### src/rtl/jstk_pkg.sv
// jstk_pkg: shared constants, FSM state type and TX frame packing for the
// PmodJSTK responder (jstk_responder).
// Contents:
//   JSTK_FRAME_BYTES / JSTK_FRAME_BITS  frame geometry (5 bytes, 40 bits)
//   JSTK_LED_CMD_PREFIX                 upper six bits of a valid LED command
//   JSTK_BTN_*                          bit positions inside `buttons`
//   jstk_state_t                        responder FSM states
//   jstk_tx_frame()                     builds the 40-bit TX word, byte 0 in [39:32]
package jstk_pkg;

    localparam int         JSTK_FRAME_BYTES    = 5;
    localparam int         JSTK_FRAME_BITS     = 40;
    localparam logic [5:0] JSTK_LED_CMD_PREFIX = 6'b100000;

    localparam int JSTK_BTN_STICK = 0;
    localparam int JSTK_BTN_1     = 1;
    localparam int JSTK_BTN_2     = 2;

    typedef enum logic [1:0] {
        IDLE  = 2'd0,
        SHIFT = 2'd1,
        DONE  = 2'd2
    } jstk_state_t;

    // Byte order on the wire: x[7:0], x[9:8], y[7:0], y[9:8], buttons.
    function automatic logic [39:0] jstk_tx_frame(input logic [9:0] x,
                                                  input logic [9:0] y,
                                                  input logic [2:0] btn);
        return {x[7:0], 6'b0, x[9:8],
                y[7:0], 6'b0, y[9:8],
                5'b0, btn[JSTK_BTN_2], btn[JSTK_BTN_1], btn[JSTK_BTN_STICK]};
    endfunction

endpackage

### src/rtl/spi_sync_edge.sv
// spi_sync_edge: STAGES-deep synchronizer for an asynchronous pin, followed by
// a one-flop edge detector on the synchronized level.
// Ports:
//   clk, rst  fabric clock, synchronous active-high reset
//   din       asynchronous input pin
//   rise      one-cycle pulse on a synchronized 0->1 transition
//   fall      one-cycle pulse on a synchronized 1->0 transition
// The chain and the edge flop both reset to 0, so a pin that is already low
// at reset produces no fall pulse; only a genuine high->low later does.
module spi_sync_edge #(
    parameter int STAGES = 2
) (
    input  logic clk,
    input  logic rst,
    input  logic din,
    output logic rise,
    output logic fall
);

    logic [STAGES-1:0] chain;
    logic              prev;

    always_ff @(posedge clk) begin
        if (rst) begin
            chain <= '0;
            prev  <= 1'b0;
        end else begin
            chain[0] <= din;
            for (int i = 1; i < STAGES; i++) chain[i] <= chain[i-1];
            prev <= chain[STAGES-1];
        end
    end

    assign rise = chain[STAGES-1] & ~prev;
    assign fall = ~chain[STAGES-1] & prev;

endmodule

### src/rtl/jstk_responder.sv
// jstk_responder: SPI mode-0 responder emulating the PmodJSTK joystick.
// Answers each 40-bit frame with a snapshot of x/y/buttons and decodes the
// LED command carried in the first received byte.
// Ports:
//   clk, rst      fabric clock, synchronous active-high reset
//   SS            slave select, active low
//   SCLK, MOSI    SPI clock and initiator data
//   MISO          responder data, MSB first
//   x_pos, y_pos  10-bit joystick position, sampled at SS fall
//   buttons       {BTN2, BTN1, stick click}
//   led           last committed LED command
//   frame_done    one-cycle pulse when the 40th SCLK rise is processed
// Configuration macro: JSTK_RESPONDER_LED_EN compiles in the RX shift
// register, command decode and led register; without it led is 2'b00 and
// MOSI is ignored.
module jstk_responder
    import jstk_pkg::*;
#(
    parameter int SYNC_STAGES = 2
) (
    input  logic       clk,
    input  logic       rst,
    input  logic       SS,
    input  logic       SCLK,
    input  logic       MOSI,
    output logic       MISO,
    input  logic [9:0] x_pos,
    input  logic [9:0] y_pos,
    input  logic [2:0] buttons,
    output logic [1:0] led,
    output logic       frame_done
);

    localparam int BIT_W  = $clog2(JSTK_FRAME_BITS + 1);
    localparam int BYTE_W = $clog2(JSTK_FRAME_BYTES + 1);

    logic ss_rise, ss_fall, sclk_rise, sclk_fall;

    spi_sync_edge #(.STAGES(SYNC_STAGES)) u_ss_sync (
        .clk  (clk),
        .rst  (rst),
        .din  (SS),
        .rise (ss_rise),
        .fall (ss_fall)
    );

    spi_sync_edge #(.STAGES(SYNC_STAGES)) u_sclk_sync (
        .clk  (clk),
        .rst  (rst),
        .din  (SCLK),
        .rise (sclk_rise),
        .fall (sclk_fall)
    );

    jstk_state_t       state;
    logic [39:0]       tx;
    logic [BIT_W-1:0]  bit_cnt;
    logic [BYTE_W-1:0] byte_cnt;
    logic              miso_r;
    logic              frame_done_r;
    logic              last_rise;
    logic [39:0]       tx_load;

    assign tx_load   = jstk_tx_frame(x_pos, y_pos, buttons);
    assign last_rise = (bit_cnt == BIT_W'(JSTK_FRAME_BITS - 1));

    always_ff @(posedge clk) begin
        if (rst) begin
            state        <= IDLE;
            tx           <= '0;
            bit_cnt      <= '0;
            byte_cnt     <= '0;
            miso_r       <= 1'b0;
            frame_done_r <= 1'b0;
        end else begin
            frame_done_r <= 1'b0;
            case (state)
                IDLE: begin
                    miso_r <= 1'b0;
                    if (ss_fall) begin
                        tx       <= tx_load;
                        bit_cnt  <= '0;
                        byte_cnt <= '0;
                        miso_r   <= tx_load[39];
                        state    <= SHIFT;
                    end
                end
                SHIFT: begin
                    // SS release beats a coincident SCLK rise.
                    if (ss_rise) begin
                        miso_r <= 1'b0;
                        state  <= IDLE;
                    end else if (sclk_rise) begin
                        bit_cnt <= bit_cnt + 1'b1;
                        if (bit_cnt[2:0] == 3'd7) byte_cnt <= byte_cnt + 1'b1;
                        // frame_done is raised on the same edge that counts
                        // the 40th rise, keeping it SYNC_STAGES+1 clk after
                        // the pin edge.
                        if (last_rise) begin
                            frame_done_r <= 1'b1;
                            miso_r       <= 1'b0;
                            state        <= DONE;
                        end
                    end else if (sclk_fall) begin
                        tx     <= {tx[38:0], 1'b0};
                        miso_r <= tx[38];
                    end
                end
                DONE: begin
                    miso_r <= 1'b0;
                    if (ss_rise) state <= IDLE;
                end
                default: state <= IDLE;
            endcase
        end
    end

    assign MISO       = miso_r;
    assign frame_done = frame_done_r;

`ifdef JSTK_RESPONDER_LED_EN
    logic [SYNC_STAGES-1:0] mosi_sync;
    logic [7:0]             rx_byte;
    logic [7:0]             rx_next;
    logic                   cmd_pend;
    logic [1:0]             cmd_led;
    logic [1:0]             led_r;

    // MOSI runs through the same depth as SCLK so the bit seen with a
    // sclk_rise pulse is the one that was on the pin at the SCLK edge.
    assign rx_next = {rx_byte[6:0], mosi_sync[SYNC_STAGES-1]};

    always_ff @(posedge clk) begin
        if (rst) begin
            mosi_sync <= '0;
            rx_byte   <= '0;
            cmd_pend  <= 1'b0;
            cmd_led   <= 2'b00;
            led_r     <= 2'b00;
        end else begin
            mosi_sync[0] <= MOSI;
            for (int i = 1; i < SYNC_STAGES; i++) mosi_sync[i] <= mosi_sync[i-1];

            if (state == IDLE && ss_fall) begin
                rx_byte  <= '0;
                cmd_pend <= 1'b0;
            end else if (state == SHIFT && ss_rise) begin
                cmd_pend <= 1'b0;
            end else if (state == SHIFT && sclk_rise) begin
                rx_byte <= rx_next;
                if (byte_cnt == '0 && bit_cnt[2:0] == 3'd7 &&
                    rx_next[7:2] == JSTK_LED_CMD_PREFIX) begin
                    cmd_pend <= 1'b1;
                    cmd_led  <= rx_next[1:0];
                end
                if (last_rise && cmd_pend) led_r <= cmd_led;
            end
        end
    end

    assign led = led_r;
`else
    logic unused_mosi;
    assign unused_mosi = MOSI;
    assign led         = 2'b00;
`endif

endmodule
### config.mk
export PLATFORM = sky130hd
export DESIGN_NAME = jstk_responder
export DESIGN_NICKNAME = d
export VERILOG_FILES = /design/src/rtl/jstk_pkg.sv /design/src/rtl/spi_sync_edge.sv /design/src/rtl/jstk_responder.sv
export SDC_FILE = /design/constraint.sdc
export NUM_CORES = 1
export LEC_CHECK = 0
export BUFFER_PORTS_ARGS = -buffer_cell sky130_fd_sc_hd__buf_2
export CAP_MARGIN = 30
export CORE_MARGIN = 2
export CORE_UTILIZATION = 51
export DETAILED_ROUTE_END_ITERATION = 16
export PLACE_DENSITY = 0.78
export SETUP_SLACK_MARGIN = 0.05
export SLEW_MARGIN = 25
export SYNTH_ARGS = -nofsm -noshare
export SYNTH_HDL_FRONTEND = slang
export SYNTH_HIERARCHICAL = 1
export SYNTH_SLANG_ARGS = --single-unit
### constraint.sdc
create_clock -name clk -period 1.7 [get_ports clk]
set_clock_uncertainty 0.15 [all_clocks]
set_input_delay 0 -clock clk [delete_from_list [all_inputs] [get_ports clk]]
set_output_delay 0 -clock clk [all_outputs]
set_load 0.01 [all_outputs]
==> results of run 1 <==
-- sequential cells by signal, summed over array words and instances (netlist names) --
| register | cells |
|---|---|
| u_ss_sync/chain | 2 |
| bit_cnt | 6 |
| u_sclk_sync/chain | 2 |
| u_ss_sync/prev | 1 |
| frame_done | 1 |
| state | 2 |
| u_sclk_sync/prev | 1 |
| tx | 39 |
| MISO | 1 |
-- synthesized netlist by cell type --
cell / count
o311a_1: 2
o21bai_1: 1
a2111oi_2: 1
a21oi_4: 1
buf_6: 6
mux2i_1: 23
buf_4: 4
conb_1: 1
inv_1: 6
nand3_1: 19
xnor2_1: 4
a21boi_0: 1
o2111ai_1: 1
nand4b_1: 1
dfxtp_1: 55
a21o_1: 1
a31o_2: 1
nand2_1: 21
a21oi_1: 21
a211oi_1: 4
or3_1: 1
clkbuf_1: 4
ha_1: 5
o31ai_1: 1
buf_1: 1
or3b_4: 1
nor3_1: 2
o21ai_0: 1
buf_2: 5
mux2i_4: 1
nand4_1: 2
nand2b_1: 2
and2_1: 1
nor2b_1: 12
nor2_1: 28
a211oi_2: 21
-- metal layers --
layer | up-vias | routed length, um
met1 | 1132 | 2680
met2 | 77 | 3820
met4 | 0 | 255
met5 | - | 0
met3 | 29 | 283
li1 | 1078 | -
-- report_power, final --
part / internal (mW) / switching, mW
combinational: 0.527 / 0.566
clock: 0.444 / 0.463
sequential: 1.37 / 0.0576
-- through the flow --
| step | area, sq um | setup TNS, ps | utilization (%) | worst slack (ps) | power (mW) |
|---|---|---|---|---|---|
| final | 3640 | -5440 | 76.6 | -222 | 3.42 |
| after floorplan | 2600 | 0 | - | 2.31 | 2.08 |
| after global placement | 2800 | -1190 | 58.9 | -42.2 | 2.20 |
| after global routing | 3640 | -8020 | 76.6 | -283 | 3.57 |
| after detailed placement | 2800 | -2150 | 58.9 | -99.8 | 2.21 |
| after CTS | 3200 | -2700 | 67.4 | -94.5 | 3.16 |
-- what timing repair did --
item | CTS | global route
gates resized for setup | 2 | 48
setup buffers | 0 | 14
hold buffers | 28 | 0
pin swaps | 0 | 34
cloned | 0 | 7
endpoints found under the hold margin | 30 | 0
setup endpoints to repair | 46 | 49
-- cell type report --
class                           instances  area, sq um
Antenna cell                            1         2.50
Clock inverter                          3         46.3
Inverter                                6         25.0
Sequential cell                        55         1110
Fill cell                             298         1110
Multi-Input combinational cell        182         1450
Clock buffer                            5         68.8
Tap cell                               67         83.8
Timing Repair Buffer                   92          857
-- critical path: stages, from the launching register on --
cell	delay, ps
dfxtp_2	360
nor2b_4	140
or3b_4	400
a21oi_4	240
buf_12	160
buf_8	120
nand3_2	70
a21oi_1	210
-- how the worst max path moves through the flow --
stage	to	from	cells after the start	slack [ps]
2_1_floorplan	tx[1]	u_sclk_sync/prev	6	2
3_3_place_gp	tx[32]	u_sclk_sync/prev	6	-40
3_5_place_dp	tx[2]	u_sclk_sync/chain[1]	6	-100
4_1_cts	tx[2]	u_sclk_sync/chain[1]	6	-90
5_1_grt	tx[34]	u_sclk_sync/prev	7	-280
6_report	tx[12]	u_sclk_sync/prev	7	-220
-- cells by family (layout without fill, tap and decap cells) --
family                   Yosys count  count (layout)  share of synthesized area, %
AND/OR/NAND/NOR                   90              90                          16.6
other                              1               3                         0.147
buffers and inverters             26             106                          6.45
flip-flops                        55              55                          43.3
XOR/XNOR                           4               4                          1.38
adder cells (fa/ha/maj)            5               5                          2.46
multiplexers                      24              24                          9.94
AO/OA/AOI/OAI                     57              57                          19.7
==> summary.txt, run 1 <==
STA
  – Final Hold Vio Count: 0
  – Slew Viols, Final: 0
  – RSZ-0062 raised after global routing: true
  – Count of final setup violators: 40
  – WHS: 292 ps
  – Setup WS post-layout: -222 ps
  – Tmin final: between 1500 and 2000 ps
  – Post-route clock period utilization: 113%
  – Max Clock Freq: between 500 and 600 MHz

Placement
  – RD Place Congestion: 0.862
  – Dpl cells: approximately 350
  – I/O Buffers: 28
  – HPWL after DPL: 3.03 mm

Run
  – Max-cap violations: 0

GRT
  – Total global-route track usage: 18.4%
  – Met3 usage: under 10%
  – Layer with the highest usage: met2
  – Grt met2 use: a little under a third
  – First-pass GRT wire length: around 7.9 mm
  – Vias in the first global route: between 1500 and 2000
  – Pin count of the biggest net entering global routing: 42
  – Initial antenna violation count: 1
  – Remaining global-route overflow: 0
  – Met1 Usage GRT: 21.8%

CTS
  – Worst skew pair latency: 320 ps
  – TritonCTS clock tree: built
  – Clock sinks: 55
  – Clock slew at reported path FFs: 100 ps
  – Clk buf depth: 2
  – CTS Buf Count: 5
  – H-tree Lvls: 2
  – CTS root buf: clkbuf_8

Floorplan
  – Core Box Area: about 0.0048 sq mm
  – Row count: 25
  – I/O pin cnt: 32
  – Die Y: 74.6 um
  – Die W: 74.6 um
  – Initial Utilization: 53.5%
  – Die footprint: between 0.005 and 0.006 sq mm

Finish
  – Share of cells above drive strength 1: between 30% and 40%
  – Most frequent cells in the layout: 49 x dfxtp_1, 28 x dlygate4sd3_1, 28 x buf_2
  – Final #Nets: about 380
  – Post-Layout Cell Count: 411
  – Area added between synthesis and finish: 43.3%
  – Leading cell type in the layout, fill and taps excluded: dfxtp_1

Routing
  – Routed WL per cell: 17.1 um
  – DR vias: between 2000 and 2500
  – Drt via density: approximately 5.6
  – Initial DRC count: roughly 180
  – Final ANT Viol Nets: 0
  – WL final: just over 7 mm
  – DRC Markers: 0
  – DRT Pass-1 Iters: 4

Power and ir drop
  – Pwr Density: ~940 mW/mm^2
  – Maximum vdd drop: 0.000607 V
  – Leak: 1.29 nW

Logic synthesis
  – Area contributors post-synth: dfxtp_1 43%, a211oi_2 10%, mux2i_1 9.1%
  – Netlist cell types: 36
  – Post-synth top area cell: dfxtp_1
  – Syn avg cell area: around 9.7 sq um
  – Syn Std Cell Area: around 0.0025 sq mm
  – Yosys top cell area share: 43.3%
  – FF+latch count, synth: 55
  – Synth warn: 6
  – Cell count after synthesis: between 200 and 300
  – Sequential fraction of the synthesis area: between 40 and 50%

Worst hold path
  – Hold Path Class: reg -> reg
  – Hold depth: 1
  – Hold Crit Start: u_sclk_sync/chain[0]
  – Hold EP: u_sclk_sync/chain[1]

Worst setup path
  – RR Endpoint: tx[12]
  – CP Launch Type: register
  – Worst path required time: around 1800 ps
  – Flop2flop setup slack: -220 ps
  – Worst Path Arrival: 2010 ps
  – Worst setup EP type: register
  – Reg2Reg Launch Point: u_sclk_sync/prev
  – Worst r2r path cells: 7
  – CP Max Fanout: 5
  – Critical path type: reg -> reg

Run status
  – Failing checks: negative setup slack
  – Status: finished, violations left
(Power assumes the default switching activity.)
==> run 2: changes to the inputs <==
CORE_ASPECT_RATIO = 1.75   (was default)
CORE_UTILIZATION = 54   (was 51)
CTS_BUF_LIST = sky130_fd_sc_hd__clkbuf_2   (was default)
PLACE_DENSITY = 0.82   (was 0.78)
SYNTH_HIERARCHICAL = default   (was 1)
==> summary.txt, run 2 <==
GRT
  – Vias in the first global route: between 2000 and 2500
  – Initial antenna violation count: 0
  – First-pass GRT wire length: roughly 11 mm
  – Remaining global-route overflow: 0
  – Total global-route track usage: 25.6%
  – Pin count of the biggest net entering global routing: 40

Worst setup path
  – CP Launch Type: register
  – Buf/Inv on CP: 3
  – Slowest cell delay on critical path: 440 ps
  – Slowest cell on crit path: dfxtp_4
  – Worst setup EP type: register
  – Worst Path Arrival: 2210 ps
  – Critical path type: reg -> reg
  – Worst path required time: 1930 ps
  – Critical path's top delay family: simple AND/OR/NAND/NOR gates
  – CP Max Fanout: 8
  – Worst-path cell chain: inv_4 > ha_4 > nand3b_1 > nor2_4 > buf_6 > buf_12 > o211ai_1 > a21oi_1

Logic synthesis
  – FF+latch count, synth: 55
  – Synth warn: 0
  – Cell count after synthesis: ~280
  – Syn avg cell area: approximately 9 sq um
  – Netlist cell types: 38
  – Top_reg_cell synth: dfxtp_1
  – Top cells by count, synth: 55 x dfxtp_1, 27 x mux2i_1, 23 x nor3_1
  – Post-synth EDFFs: 0
  – Sequential fraction of the synthesis area: 42.6%
  – Post-synthesis async set-or-reset flop share: 0%
  – Post-synth top area cell: dfxtp_1
  – Syn Std Cell Area: between 0.002 and 0.003 sq mm
  – Most numerous cell in the Yosys netlist: dfxtp_1
  – Yosys top cell area share: a little over two fifths
  – Area contributors post-synth: dfxtp_1 43%, mux2i_1 10%, a211oi_1 6.4%

Floorplan
  – Die Y: 95.6 um
  – I/O pin cnt: 32
  – Core Box Area: about 0.0047 sq mm
  – Die W: about 56 um
  – Die footprint: 0.00538 sq mm
  – Row count: 33
  – Initial Utilization: 55.5%

STA
  – Slew Viols, Final: 0
  – Setup WS post-layout: -285 ps
  – Worst Max-Slew Pin Slew: just over 700 ps
  – Tmin final: 1990 ps
  – Max Clock Freq: between 500 and 600 MHz
  – Slew headroom: around 53%
  – RSZ-0062 raised after global routing: true
  – Count of final setup violators: 47
  – Final Hold Vio Count: 0
  – WHS: between 40 and 50 ps
  – Post-route clock period utilization: 117%

CTS
  – Clock slew at reported path FFs: 250 ps
  – CTS root buf: clkbuf_2
  – Clk buf depth: 2
  – TritonCTS clock tree: built
  – H-tree Lvls: 2
  – Worst skew pair latency: ~470 ps
  – Clock sinks: 55
  – CTS Buf Count: 5

Finish
  – Design Area, Final: 0.00397 sq mm
  – Inserted Diodes: 0
  – Largest registers: tx (39), bit_cnt (6)
  – Final #Nets: a little under 400
  – Max FFs per register: 39
  – Most frequent cells in the layout: 51 x dfxtp_1, 28 x buf_2, 27 x dlygate4sd3_1
  – Area added between synthesis and finish: 53.3%
  – Largest Register: tx
  – Share of cells above drive strength 1: 42.8%
  – Post-Layout Cell Count: around 400
  – Leading cell type in the layout, fill and taps excluded: dfxtp_1
  – Final Util: 85.0%
  – Fillers: between 200 and 250

Power and ir drop
  – Pwr Density: ~800 mW/mm^2
  – Switching power: about 1.1 mW
  – Clock Power Share: between 20% and 30%
  – Leak: approximately 1.4 nW
  – Cell internal pwr: about 2.1 mW
  – Maximum vdd drop: roughly 0.00085 V
  – Power Total: between 3 and 4 mW
  – Switching share of power: between 30 and 40%
  – Sequential power share: between 40% and 50%
  – Gate power share: a little over a third

Routing
  – Routed WL per cell: roughly 23 um
  – DRC Markers: 0
  – DRT Pass-1 Iters: 4
  – Final ANT Viol Nets: 0
  – Initial DRC count: 191
  – Drt via density: 6.64
  – WL final: 9.48 mm
  – DR vias: ~2700

Placement
  – HPWL after DPL: 3.78 mm
  – Dpl cells: 359
  – I/O Buffers: 28
  – RD Place Congestion: around 0.79
  – DP Area: 0.00308 sq mm

Run
  – Max-cap violations: 0

Run status
  – Failing checks: negative setup slack
  – Status: finished, violations left

Worst hold path
  – Hold Path Class: in -> reg
[run 2: layout make-up]
cell class | instances | area, sq um | area share (%)
clock buffer | 5 | 25.0 | 0.631
clock inverter | 2 | 36.3 | 0.915
inverter | 4 | 20.0 | 0.505
multi-input combinational | 198 | 1780 | 44.8
sequential | 55 | 1110 | 27.9
tap | 52 | 65.1 | 1.64
timing repair buffer | 96 | 936 | 23.6
[run 2: layer usage]
layer | GRT usage (%) | share of wire [%]
met2 | 48.7 | 53
met4 | 9.72 | 6.0
met3 | 3.53 | 5.3
met1 | 28.4 | 35
met5 | 0 | 0
[run 2: logic make-up (layout without fill, tap and decap cells)]
group                      after synthesis  count (layout)  share of synthesized area (%)
muxes                                   28              28                           10.9
other                                    1               2                          0.145
AOI/OAI and AO/OA                       75              75                           20.0
and+or+nand+nor                         86              88                           17.9
buffers and inverters                   32             107                           6.09
DFF                                     55              55                           42.6
adders and majority gates                5               5                           2.42
[run 2: worst paths after layout]
| check | slack, ps | depth (start not counted) | startpoint | end |
|---|---|---|---|---|
| worst max register to register | -290 | 8 | state[0] | tx[15] |
| worst max-delay path | -290 | 8 | state[0] | tx[15] |
| worst min-delay path | 50 | 5 | x_pos[7] | MISO |
| worst min register to register | 310 | 1 | u_ss_sync.chain[0] | u_ss_sync.chain[1] |
[run 2: timing repair]
item                                    4_1_cts  5_1_grt
setup buffers                                 2        5
endpoints found under the setup margin       48       48
pin swaps                                    10       24
endpoints found under the hold margin        40        0
cloned                                        0       12
hold buffers                                 27        0
gates resized for setup                      12       45
[run 2: through the flow]
stage | setup WS [ps] | setup TNS [ps]
3_5_place_dp | -212 | -3690
3_3_place_gp | -123 | -2510
6_report | -285 | -7320
4_1_cts | -114 | -2280
2_1_floorplan | -47.6 | -386
5_1_grt | -328 | -9900
[run 2: tightest hold or removal path: stages]
cell and delay, ps:
buf_2 70, nor4bb_1 250, a41oi_1 70, nor2_1 80, mux2_2 140
[run 2: power groups by stage]
stage	sequential [mW]	combinational [mW]	clock, mW
4_1_cts	1.42	0.947	0.658
3_3_place_gp	1.44	0.834	0
3_5_place_dp	1.45	0.856	0
5_1_grt	1.45	1.19	0.700
6_report	1.44	1.14	0.653
2_1_floorplan	1.43	0.676	0
==> run 3: changes to the inputs <==
PLACE_DENSITY = 0.89   (was 0.82)
==> summary.txt, run 3 (same netlist as run 2, synthesis figures left out) <==
Run status
  – Status: finished, violations left
  – Failing checks: negative setup slack

Placement
  – HPWL after DPL: ~4.1 mm
  – RD Place Congestion: 0.815
  – Dpl cells: roughly 370
  – I/O Buffers: 28

Worst setup path
  – Setup crit end: tx[28]
  – CP Launch Type: register
  – Worst Path Arrival: 2260 ps
  – Reg2Reg Launch Point: state[0]
  – Flop2flop setup slack: -320 ps
  – CP Max Fanout: 5
  – Slowest cell delay on critical path: around 440 ps
  – Critical path type: reg -> reg
  – Worst path required time: slightly below 2000 ps
  – Worst setup EP type: register
  – Worst r2r path cells: 8
  – Worst-path cell chain: inv_4 > ha_4 > mux2i_4 > a211oi_4 > buf_6 > clkbuf_16 > o211ai_1 > a21oi_1
  – Crit path from: state[0]
  – Slowest cell on crit path: dfxtp_4
  – RR Endpoint: tx[28]

CTS
  – TritonCTS clock tree: built
  – Worst skew pair latency: around 470 ps
  – Clock slew at reported path FFs: approximately 250 ps
  – CTS Buf Count: 5
  – H-tree Lvls: 2
  – Clock sinks: 55
  – CTS root buf: clkbuf_2
  – Clk buf depth: 2

Finish
  – Share of cells above drive strength 1: a little over a third
  – Multi-input gate area: 0.00162 sq mm
  – Register area: 0.00111 sq mm
  – Area added between synthesis and finish: 43.5%
  – Largest registers: tx (39), bit_cnt (6)
  – Inserted Diodes: 0
  – Final #Nets: about 400
  – Post-Layout Cell Count: just over 400
  – Fillers: between 200 and 300
  – Max FFs per register: 39
  – Largest Register: tx
  – Leading cell type in the layout, fill and taps excluded: dfxtp_1
  – Most frequent cells in the layout: 49 x dfxtp_1, 31 x buf_4, 28 x buf_2

Power and ir drop
  – Leak: ~1.4 nW
  – Maximum vdd drop: about 0.00088 V
  – Pwr Density: between 900 and 1000 mW/mm^2

GRT
  – Remaining global-route overflow: 0
  – Total global-route track usage: between 20% and 30%
  – Initial antenna violation count: 0
  – Vias in the first global route: ~2500
  – First-pass GRT wire length: around 12 mm
  – Pin count of the biggest net entering global routing: 40

Routing
  – DRT Pass-1 Iters: 4
  – DRC Markers: 0
  – Routed WL per cell: 19.6 um
  – Final ANT Viol Nets: 0
  – Initial DRC count: around 180
  – Drt via density: between 6 and 7
  – DR vias: ~2600
  – WL final: approximately 8.1 mm

STA
  – Post-route clock period utilization: 119%
  – Slew Viols, Final: 0
  – WHS: ~130 ps
  – Count of final setup violators: 48
  – Max Clock Freq: ~500 MHz
  – Final Hold Vio Count: 0
  – Worst Max-Slew Pin Slew: 484 ps
  – RSZ-0062 raised after global routing: true
  – Tmin final: ~2000 ps
  – Slew headroom: 67.3%
  – Setup WS post-layout: -318 ps

Worst hold path
  – Hold depth: 5
  – Hold Path Class: in -> reg

Floorplan
  – Die Y: 95.6 um
  – Die W: approximately 56 um
  – Row count: 33
  – I/O pin cnt: 32
  – Die footprint: 0.00538 sq mm
  – Initial Utilization: a little under three fifths
  – Core Box Area: roughly 0.0047 sq mm

Run
  – Max-cap violations: 0
==> run 3: per-layer routing <==
| metal | up-vias | track usage (%) | part of all wire, % |
|---|---|---|---|
| met2 | 93 | 57.5 | 57 |
| met4 | 0 | 11.7 | 3.3 |
| met5 | - | 0 | 0 |
| met1 | 1253 | 28.7 | 37 |
| met3 | 27 | 4.75 | 3.3 |
| li1 | 1190 | - | - |
==> run 3: worst min path at each step <==
| stage | start | slack [ps] | end |
|---|---|---|---|
| after floorplan | SCLK | -20 | u_sclk_sync.chain[0] |
| after global placement | SS | 60 | u_ss_sync.chain[0] |
| after detailed placement | SCLK | 70 | u_sclk_sync.chain[0] |
| after CTS | x_pos[7] | 130 | MISO |
| after global routing | x_pos[7] | 120 | MISO |
| final | x_pos[7] | 130 | MISO |
==> run 3: cell type report <==
type,count,area share (%)
multi-input cells,196,43.7
flip-flops and latches,55,29.9
inverters,4,0.539
clock inverters,2,1.62
well taps,52,1.75
repair buffers,96,21.7
clock buffers,6,0.809
==> run 3: worst max-delay path, delay by kind of cell, from the launching register on <==
kind	cells	cell delay [ps]
compound gates	3	630
buf+inv	3	350
mux	1	210
fa+ha+maj	1	170
flops	1	440
==> run 3: stage by stage <==
step           TNS, ps  total power, mW  setup slack (ps)  area [sq um]  utilization, %
2_1_floorplan     -386             2.11             -47.6          2810               -
3_3_place_gp     -2040             2.29              -112          3110            66.7
4_1_cts          -3120             3.23              -118          3590            76.9
6_report         -8420             3.38              -318          3710            79.6
5_1_grt         -11760             3.50              -374          3710            79.6
3_5_place_dp     -3510             2.32              -172          3110            66.7
==> run 3: where the power goes <==
| part | internal (mW) | total, mW | leakage (nW) | switching [mW] |
|---|---|---|---|---|
| Combinational | 0.547 | 1.13 | 0.873 | 0.580 |
| Sequential | 1.37 | 1.43 | 0.449 | 0.0581 |
| Clock | 0.401 | 0.821 | 0.0532 | 0.420 |
==> run 3: timing repair <==
item | in CTS | in global routing
pin swaps | 6 | 12
hold endpoints to repair | 35 | 0
cloned | 0 | 3
setup endpoints to repair | 48 | 48
setup buffers | 5 | 4
hold buffers | 27 | 0
gates resized for setup | 19 | 11
